<file path="config.mk">
export PLATFORM = sky130hd
export DESIGN_NAME = coin_die_roller
export DESIGN_NICKNAME = d
export VERILOG_FILES = /design/src/rtl/dice_pkg.sv /design/src/rtl/coin_die_roller.sv
export SDC_FILE = /design/constraint.sdc
export NUM_CORES = 1
export LEC_CHECK = 0
export CORE_AREA = 2 2 39 41
export CTS_CLUSTER_SIZE = 12
export DETAILED_ROUTE_END_ITERATION = 8
export DIE_AREA = 0 0 41 43
export DONT_BUFFER_PORTS = 1
export PLACE_DENSITY = 0.67
export SYNTH_ARGS = -nofsm -noshare
export SYNTH_HDL_FRONTEND = slang
export SYNTH_SLANG_ARGS = --single-unit
</file>
<file path="constraint.sdc">
create_clock -name clk -period 1.9 [get_ports clk]
set_input_delay 0.57 -clock clk [delete_from_list [all_inputs] [get_ports clk]]
set_output_delay 0.57 -clock clk [all_outputs]
set_load 0.01 [all_outputs]
</file>
<file path="src/rtl/dice_pkg.sv">
// Shared types and constants for the coin-driven die roller and its consumers.
package dice_pkg;

  typedef enum logic {
    IDLE    = 1'b0,
    COLLECT = 1'b1
  } state_e;

  // Legacy face-to-colour codes still used by downstream game logic.
  localparam logic [1:0] NONE = 2'd0;
  localparam logic [1:0] RED  = 2'd1;
  localparam logic [1:0] BLUE = 2'd2;

  localparam int SIDES_MIN = 2;
  localparam int SIDES_MAX = 256;
  localparam int RETRY_MAX = 15;

endpackage

</file>
<file path="src/rtl/coin_die_roller.sv">
// Turns a stream of coin flips into a uniform face 1..SIDES using MSB-first
// draws with rejection sampling and a bounded number of redraws per roll.
//
// state   | meaning
// IDLE    | waiting for start; coin bits ignored
// COLLECT | shifting coin bits into the current draw
module coin_die_roller
  import dice_pkg::*;
#(
  parameter  int SIDES     = 6,
  parameter  int MAX_RETRY = 3,
  localparam int W         = $clog2(SIDES),
  localparam int RW        = $clog2(SIDES + 1)
) (
  input  logic          clk,
  input  logic          rst,
  input  logic          start,
  input  logic          coin_valid,
  input  logic          coin,
  output logic          busy,
  output logic          result_valid,
  output logic [RW-1:0] result,
  output logic          fail,
  output logic [3:0]    retries
);

  localparam int             CW        = $clog2(W + 1);
  localparam logic [CW-1:0]  LAST_BIT  = CW'(W - 1);
  localparam logic [W:0]     SIDES_X   = (W + 1)'(SIDES);
  localparam logic [3:0]     RETRY_LIM = 4'(MAX_RETRY);

  if (SIDES < SIDES_MIN || SIDES > SIDES_MAX) begin : g_bad_sides
    $error("coin_die_roller: SIDES outside legal range");
  end
  if (MAX_RETRY < 0 || MAX_RETRY > RETRY_MAX) begin : g_bad_retry
    $error("coin_die_roller: MAX_RETRY outside legal range");
  end

  state_e        state_q, state_d;
  logic [W-1:0]  draw_q, draw_d, draw_nxt;
  logic [CW-1:0] cnt_q, cnt_d;
  logic [3:0]    retries_q, retries_d;
  logic [RW-1:0] result_q, result_d;
  logic          result_valid_q, result_valid_d;
  logic          fail_q, fail_d;
  logic          in_range;

  always_ff @(posedge clk or negedge rst) begin
    if (!rst) begin
      state_q        <= IDLE;
      draw_q         <= '0;
      cnt_q          <= '0;
      retries_q      <= '0;
      result_q       <= '0;
      result_valid_q <= 1'b0;
      fail_q         <= 1'b0;
    end else begin
      state_q        <= state_d;
      draw_q         <= draw_d;
      cnt_q          <= cnt_d;
      retries_q      <= retries_d;
      result_q       <= result_d;
      result_valid_q <= result_valid_d;
      fail_q         <= fail_d;
    end
  end

  always_comb begin
    // Widened compare keeps SIDES = 2^W from truncating to zero.
    draw_nxt       = W'({draw_q, coin});
    in_range       = {1'b0, draw_nxt} < SIDES_X;
    state_d        = state_q;
    draw_d         = draw_q;
    cnt_d          = cnt_q;
    retries_d      = retries_q;
    result_d       = result_q;
    result_valid_d = 1'b0;
    fail_d         = 1'b0;
    case (state_q)
      IDLE: begin
        if (start) begin
          state_d   = COLLECT;
          draw_d    = '0;
          cnt_d     = '0;
          retries_d = '0;
        end
      end
      COLLECT: begin
        if (start) begin
          draw_d    = '0;
          cnt_d     = '0;
          retries_d = '0;
        end else if (coin_valid) begin
          draw_d = draw_nxt;
          cnt_d  = cnt_q + CW'(1);
          if (cnt_q == LAST_BIT) begin
            cnt_d = '0;
            if (in_range) begin
              result_d       = RW'(draw_nxt) + RW'(1);
              result_valid_d = 1'b1;
              state_d        = IDLE;
            end else if (retries_q < RETRY_LIM) begin
              retries_d = retries_q + 4'd1;
            end else begin
              fail_d  = 1'b1;
              state_d = IDLE;
            end
          end
        end
      end
      default: state_d = IDLE;
    endcase
  end

  always_comb begin
    busy         = (state_q == COLLECT);
    result_valid = result_valid_q;
    result       = result_q;
    fail         = fail_q;
    retries      = retries_q;
  end

endmodule

</file>
==> key figures <==
Synth
  – Share of synthesized registers carrying an async set or reset: 1.00
  – Syn Inst Count: 60
  – Fraction of post-synthesis cell area in the top cell type by area: 0.505
  – Post-Syn Area per Cell: 11.6 um^2
  – Sequential share of the synthesized area: 0.505
  – Number of library cell types mapped by synthesis: 24
  – Leading area contributor after synthesis: dfrtp_1
  – #FFs+latches synth: 14
  – Ys Warns: 0
  – Dominant synthesized flop cell: dfrtp_1
  – Number of enable-type register cells in the synthesized netlist: 0
  – Top area cells in the synthesized netlist: dfrtp_1 (51%), mux2i_1 (5.8%), ha_1 (3.6%)
  – Cell area after synthesis: 693 um^2
  – Syn_nets: 67

Clocking
  – Inserted Clock Buffers: 3
  – Post-CTS setup-driven buffer insertion count: 0
  – Number of levels in the clock H-tree: 1
  – TritonCTS clock tree: yes
  – Maximum number of buffers from clock root to sink: 2
  – Hold bufs inserted after CTS: 1
  – Clock latency on the worst-skew pair: between 0.2 and 0.3 ns
  – Clock root buffer master: clkbuf_4
  – Clock transition at the register clock pins on the worst setup and hold paths after CTS: 0.08 ns
  – Number of gates resized after cts: 0
  – Number of clock sinks: 14

STA
  – Worst-case clock skew: 0.00255 ns
  – RSZ-0062 raised after global routing: false
  – FMAX: 0.651 GHz
  – Share of the clock period used by the worst path: 0.808
  – Relative slew slack: 0.594
  – Final total negative setup slack: 0 ns
  – Number of pins exceeding their max-slew limit in the final report: 0
  – Worst-margin pin slew: 0.607 ns
  – Total setup violations reported at the end of the flow: 0
  – Hold Vio Cnt, Final: 0
  – Min Clock Period, post-route: roughly 1.5 ns

Finish
  – Number of diodes added for antenna fixing: 0
  – Commonest cells after routing, fill and taps aside: dfrtp_1 (14), nand2_1 (5)
  – Synthesis-to-layout area growth: 5.96%
  – Share of post-route cells with drive strength above 1: 0.113
  – Number of fillers in the final layout: 125
  – Area taken by flip-flops and latches: 350 um^2
  – Number of nets at the end of the flow: 71
  – Most frequent standard cell in the layout excluding fill and tap cells: dfrtp_1
  – Post-route non-filler standard cell count: 78
  – Area occupied by multi-input gates: roughly 330 um^2

Worst setup path
  – Endpoint of the worst-slack reg-to-reg timing path: result[1]
  – Type of the worst setup path: reg -> reg
  – Sort of element at the end of the critical path: register
  – R2r setup slk: 0.37 ns
  – CP arrival: 1.69 ns
  – Largest fanout on the critical path: 11
  – Critical path data required time: around 2.1 ns
  – RR Startpoint: busy
  – Length in cells of the worst reg-to-reg path: 3
  – Nature of the critical path startpoint: register

Global routing
  – Number of global-route vias before repair: 410
  – Pin count of the biggest net entering global routing: 16
  – Initial antenna violation count: 0
  – Remaining Overflow, GRT: 0
  – GRT Util Overall: 0.167
  – Wire length of the first global-routing pass: 1840 um

Run
  – Max Cap Viol: 0

Floorplan
  – Die boundary height: 43 um
  – Floorplan die area: 1760 um^2
  – Die X-Extent: 41 um
  – Initial Util: 0.501
  – Cell Rows: 14
  – Placeable core region: 1380 um^2
  – Count of boundary I/O pins: 15

Pwr
  – Static leakage power: 0.301 nW
  – P per Cell Area: 775 nW/um^2
  – Peak VDD IR: 0.000353 V

Route
  – Post-route DRC: 0
  – Number of DRC violations after detailed-routing iteration 0: 9
  – Antenna Nets Post-Route: 0
  – DR pass1 iterations: 2
  – Detail-routed net length per standard cell: 14.7 um
  – Vias/cell: ~5.8
  – Total via count in the routed design: approximately 450
  – WL final: 1150 um

Worst hold path
  – Number of cells traversed by the worst hold path: 1
  – Hold Path Origin: start
  – Hold/Removal Path Class: in -> reg
  – Worst Hold Endpoint: retries[2]

Outcome
  – Outcome: finished clean

Placed design
  – Count of buffers from port buffering: 0
  – Final weighted congestion of routability-driven global placement: roughly 0.72
  – Total placed cells including tap cells: 74
registers in the layout, summed over array words and instances, names as in the netlist:
signal / count
draw_q: 2
cnt_q: 2
result_valid: 1
busy: 1
retries: 4
result: 3
fail: 1
metal layers:
metal  GRT usage  routed length (um)  vias to the layer above  part of all wire
met5           0                   0                        -                 0
met4       0.140                  41                        0             0.036
met3      0.0524                  75                        5             0.065
met2       0.206                 495                       16              0.43
met1       0.225                 538                      212              0.47
li1            -                   -                      221                 -
cells in the mapped netlist (all sizes together), types with 2 or more instances:
cell type and instances:
dfrtp 14, nand2 5, a21oi 4, mux2i 4
nand2b 4, nand3 4, nor2b 3, ha 2
nand3b 2, nand4b 2, nor2 2, nor3 2
nor4b 2, o41ai 2
worst max-delay path, stage by stage (launching register included):
cell and delay (ns):
dfrtp_1 0.62, nand4b_4 0.19, nor3b_4 0.26, mux2_1 0.35
logic make-up (layout without fill, tap and decap cells):
logic type               after synthesis  in the layout  share of synthesized area
AND/OR/NAND/NOR                       29             29                      0.296
AO/OA/AOI/OAI                          7              7                     0.0668
buffers and inverters                  3              5                     0.0217
flip-flops                            14             14                      0.505
multiplexers                           5              5                     0.0740
adder cells (fa/ha/maj)                2              2                     0.0361
layout make-up:
| class | count | area share |
|---|---|---|
| flip-flops and latches | 14 | 0.477 |
| clock buffers | 3 | 0.0307 |
| multi-input cells | 43 | 0.446 |
| repair buffers | 1 | 0.0136 |
| well taps | 16 | 0.0273 |
| inverters | 1 | 0.00511 |
per-stage QoR:
step	utilization	area (um^2)	power, mW	hold slack (ns)	setup WS [ns]
floorplan	-	693	0.402	0.274	0.511
global placement	0.507	702	0.409	0.275	0.394
detailed placement	0.507	702	0.411	0.275	0.362
CTS	0.531	734	0.577	0.347	0.347
global route	0.531	734	0.605	0.331	0.218
finish	0.531	734	0.569	0.349	0.365
power breakdown:
part / internal (mW) / switching (mW) / total, mW
Sequential: 0.324 / 0.0353 / 0.360
Clock: 0.0734 / 0.0856 / 0.159
Combinational: 0.0288 / 0.0220 / 0.0509
worst max path at each step:
stage	start	to	cells after the start
2_1_floorplan	retries[0]	retries[0]	4
3_3_place_gp	retries[0]	retries[0]	4
3_5_place_dp	busy	result[1]	3
4_1_cts	busy	result[1]	3
5_1_grt	busy	retries[1]	3
6_report	busy	result[1]	3
(Power assumes the default switching activity.)
==> RTL change (config.mk and constraints unchanged) <==
Set the parameter `SIDES` to 7 (it was 6).
--- a/src/rtl/coin_die_roller.sv
+++ b/src/rtl/coin_die_roller.sv
@@ -7,7 +7,7 @@
 module coin_die_roller
   import dice_pkg::*;
 #(
-  parameter  int SIDES     = 6,
+  parameter  int SIDES     = 7,
   parameter  int MAX_RETRY = 3,
   localparam int W         = $clog2(SIDES),
   localparam int RW        = $clog2(SIDES + 1)
Formal check against the unedited RTL: not equivalent (Yosys sat finds a counterexample within 10 cycles, from zero or initial values and one cycle with rst low).
==> RTL change against the unedited design <==
  * First-iteration DRC count fell by 22%
  * Core utilization rose by 0.45 points
  * Sequential cell count did not move
  * Combinational power rose by 29%
  * Cell area rose by 0.85%
  * Area after synthesis fell by 1.1%
  * Total power rose by 3.5%
  * Routed wire length fell by 2.9%
  * Worst setup slack got worse by 0.19 ns
  * Largest power group unchanged
==> RTL change: results (changes against the unedited design) <==
Parameter                              Value

STA
  Tightest hold margin    0.351 ns (+0.00201 ns)
  Relative slew slack    0.591 (-0.00326)
  Post-route clock skew    0.00289 ns (+0.000341 ns)
  Final period util    0.909 (+0.101)

Routing
  Met3 WL    32 µm (-57%)
  Length of routed wiring on met1    555 µm (+3.2%)
  Mean routed wirelength per cell    14.3 µm (-2.9%)
  Initial DRT Pass Iterations    3 (+1)
  Mean number of vias per cell    5.71 (-2.0%)
  Number of DRC markers after the initial detailed-route iteration    7 (-2)
  WL met2    522 µm (+5.5%)
  Final WL    1120 µm (-2.9%)

Setup path
  Reg2Reg Launch Point    retries[1]$_DFFE_PN0P_
  Worst Path Arrival    1.88 ns (+0.19 ns)
  R2R depth    4 (+1)
  Register-to-register setup slack    0.17 ns (-0.19 ns)
  Peak fanout along the critical path    3 (-8)
  Endpoint of the lowest-slack register-to-register path    retries[0]$_DFFE_PN0P_
  Kind of cell adding the most delay to the critical path    simple AND/OR/NAND/NOR gates
  Crit-path max cell delay    0.44 ns (-0.18 ns)

CTS
  Hold_buf cts    1 (unchanged)
  Number of setup buffers added after CTS    0 (unchanged)

Worst hold path
  Hold Path End    draw_q[1]$_DFFE_PN0P_
  Number of cells on the worst hold path    1 (unchanged)

Synth
  Number of distinct library cells after synthesis    28 (+17%)
  Top area cells in the synthesized netlist    sky130_fd_sc_hd__dfrtp_1 51%, sky130_fd_sc_hd__ha_1 3.6%, sky130_fd_sc_hd__nand4b_4 3.5%
  Syn nets    65 (-3.0%)
  Post-Synthesis Cells    58 (-3.3%)
  Portion of the post-synthesis area used by sequential elements    0.511 (+0.00553)

Layout
  Fraction of final layout cells sized beyond drive strength 1    0.210 (+0.0968)
  Area of combinational cells with multiple inputs    319 µm² (-2.7%)
  Post-synthesis to final-layout area growth    8.03%
  Non-clock buffer instance count of the final layout    2 (+1)
  Layout clock area frac    0.0304 (-0.000259)
  Flip-flop count of the largest register after layout    4 (unchanged)
  Number of flip-flops and latches    14 (unchanged)
  Inverters excl. clock    3 (+2)
  Multi-input gate count    40 (-7.0%)
  Fraction of area in non-clock buffers    0.0236 (+0.0100)
  Number of fill cells    126 (+0.80%)

Global route
  Met3 capacity usage during global routing    0.0314 (-0.0209)
  Wire length of the first global-routing pass    1860 µm (+1.1%)
  GR Util met2    0.231 (+0.0250)
  Maximum number of pins on one net before global-route repair    17 (+1)
  Via count of the first global-routing pass    429 (+4.6%)
  Overall track demand over capacity in global routing    0.159 (-0.00798)
  Met1 demand-to-capacity share in global routing    0.205 (-0.0194)

Run status
  Status    completed

Placed design
  Number of cells in the design after placement    74 (unchanged)
  Placement-stage worst setup slack    0.185 ns (-0.177 ns)
  Area of placed instances    708 µm² (+0.89%)
  RePlAce Congestion    0.735 (+2.3%)

Power and ir drop
  Highest ir drop seen on vdd    0.353 mV (+0.13%)
  Static leakage    0.341 nW (+13%)
  Power spent charging and discharging nets    0.000151 W (+5.8%)
RTL change: changes by cell type after synthesis, moves of 2 or more:
cell,delta
sky130_fd_sc_hd__nand2b_1,-2
sky130_fd_sc_hd__inv_1,+2
sky130_fd_sc_hd__mux2i_1,-2
sky130_fd_sc_hd__o41ai_1,-2
sky130_fd_sc_hd__nand3b_1,-2
sky130_fd_sc_hd__nor3_1,-2
RTL change: cell families after synthesis:
kind of cell	Yosys count	synth area share
AOI/OAI and AO/OA	10	0.115
adders and majority gates	2	0.0365
buffers and inverters	4	0.0237
DFF	14	0.511
muxes	4	0.0675
and+or+nand+nor	24	0.246
RTL change: power by group through the flow:
stage	clock (W)	sequential, W	combinational [W]
after floorplan	0	0.000365	0.0000555
after global placement	0	0.000370	0.0000578
after detailed placement	0	0.000373	0.0000594
after CTS	0.000166	0.000367	0.0000668
after global routing	0.000178	0.000372	0.0000740
final	0.000158	0.000366	0.0000658
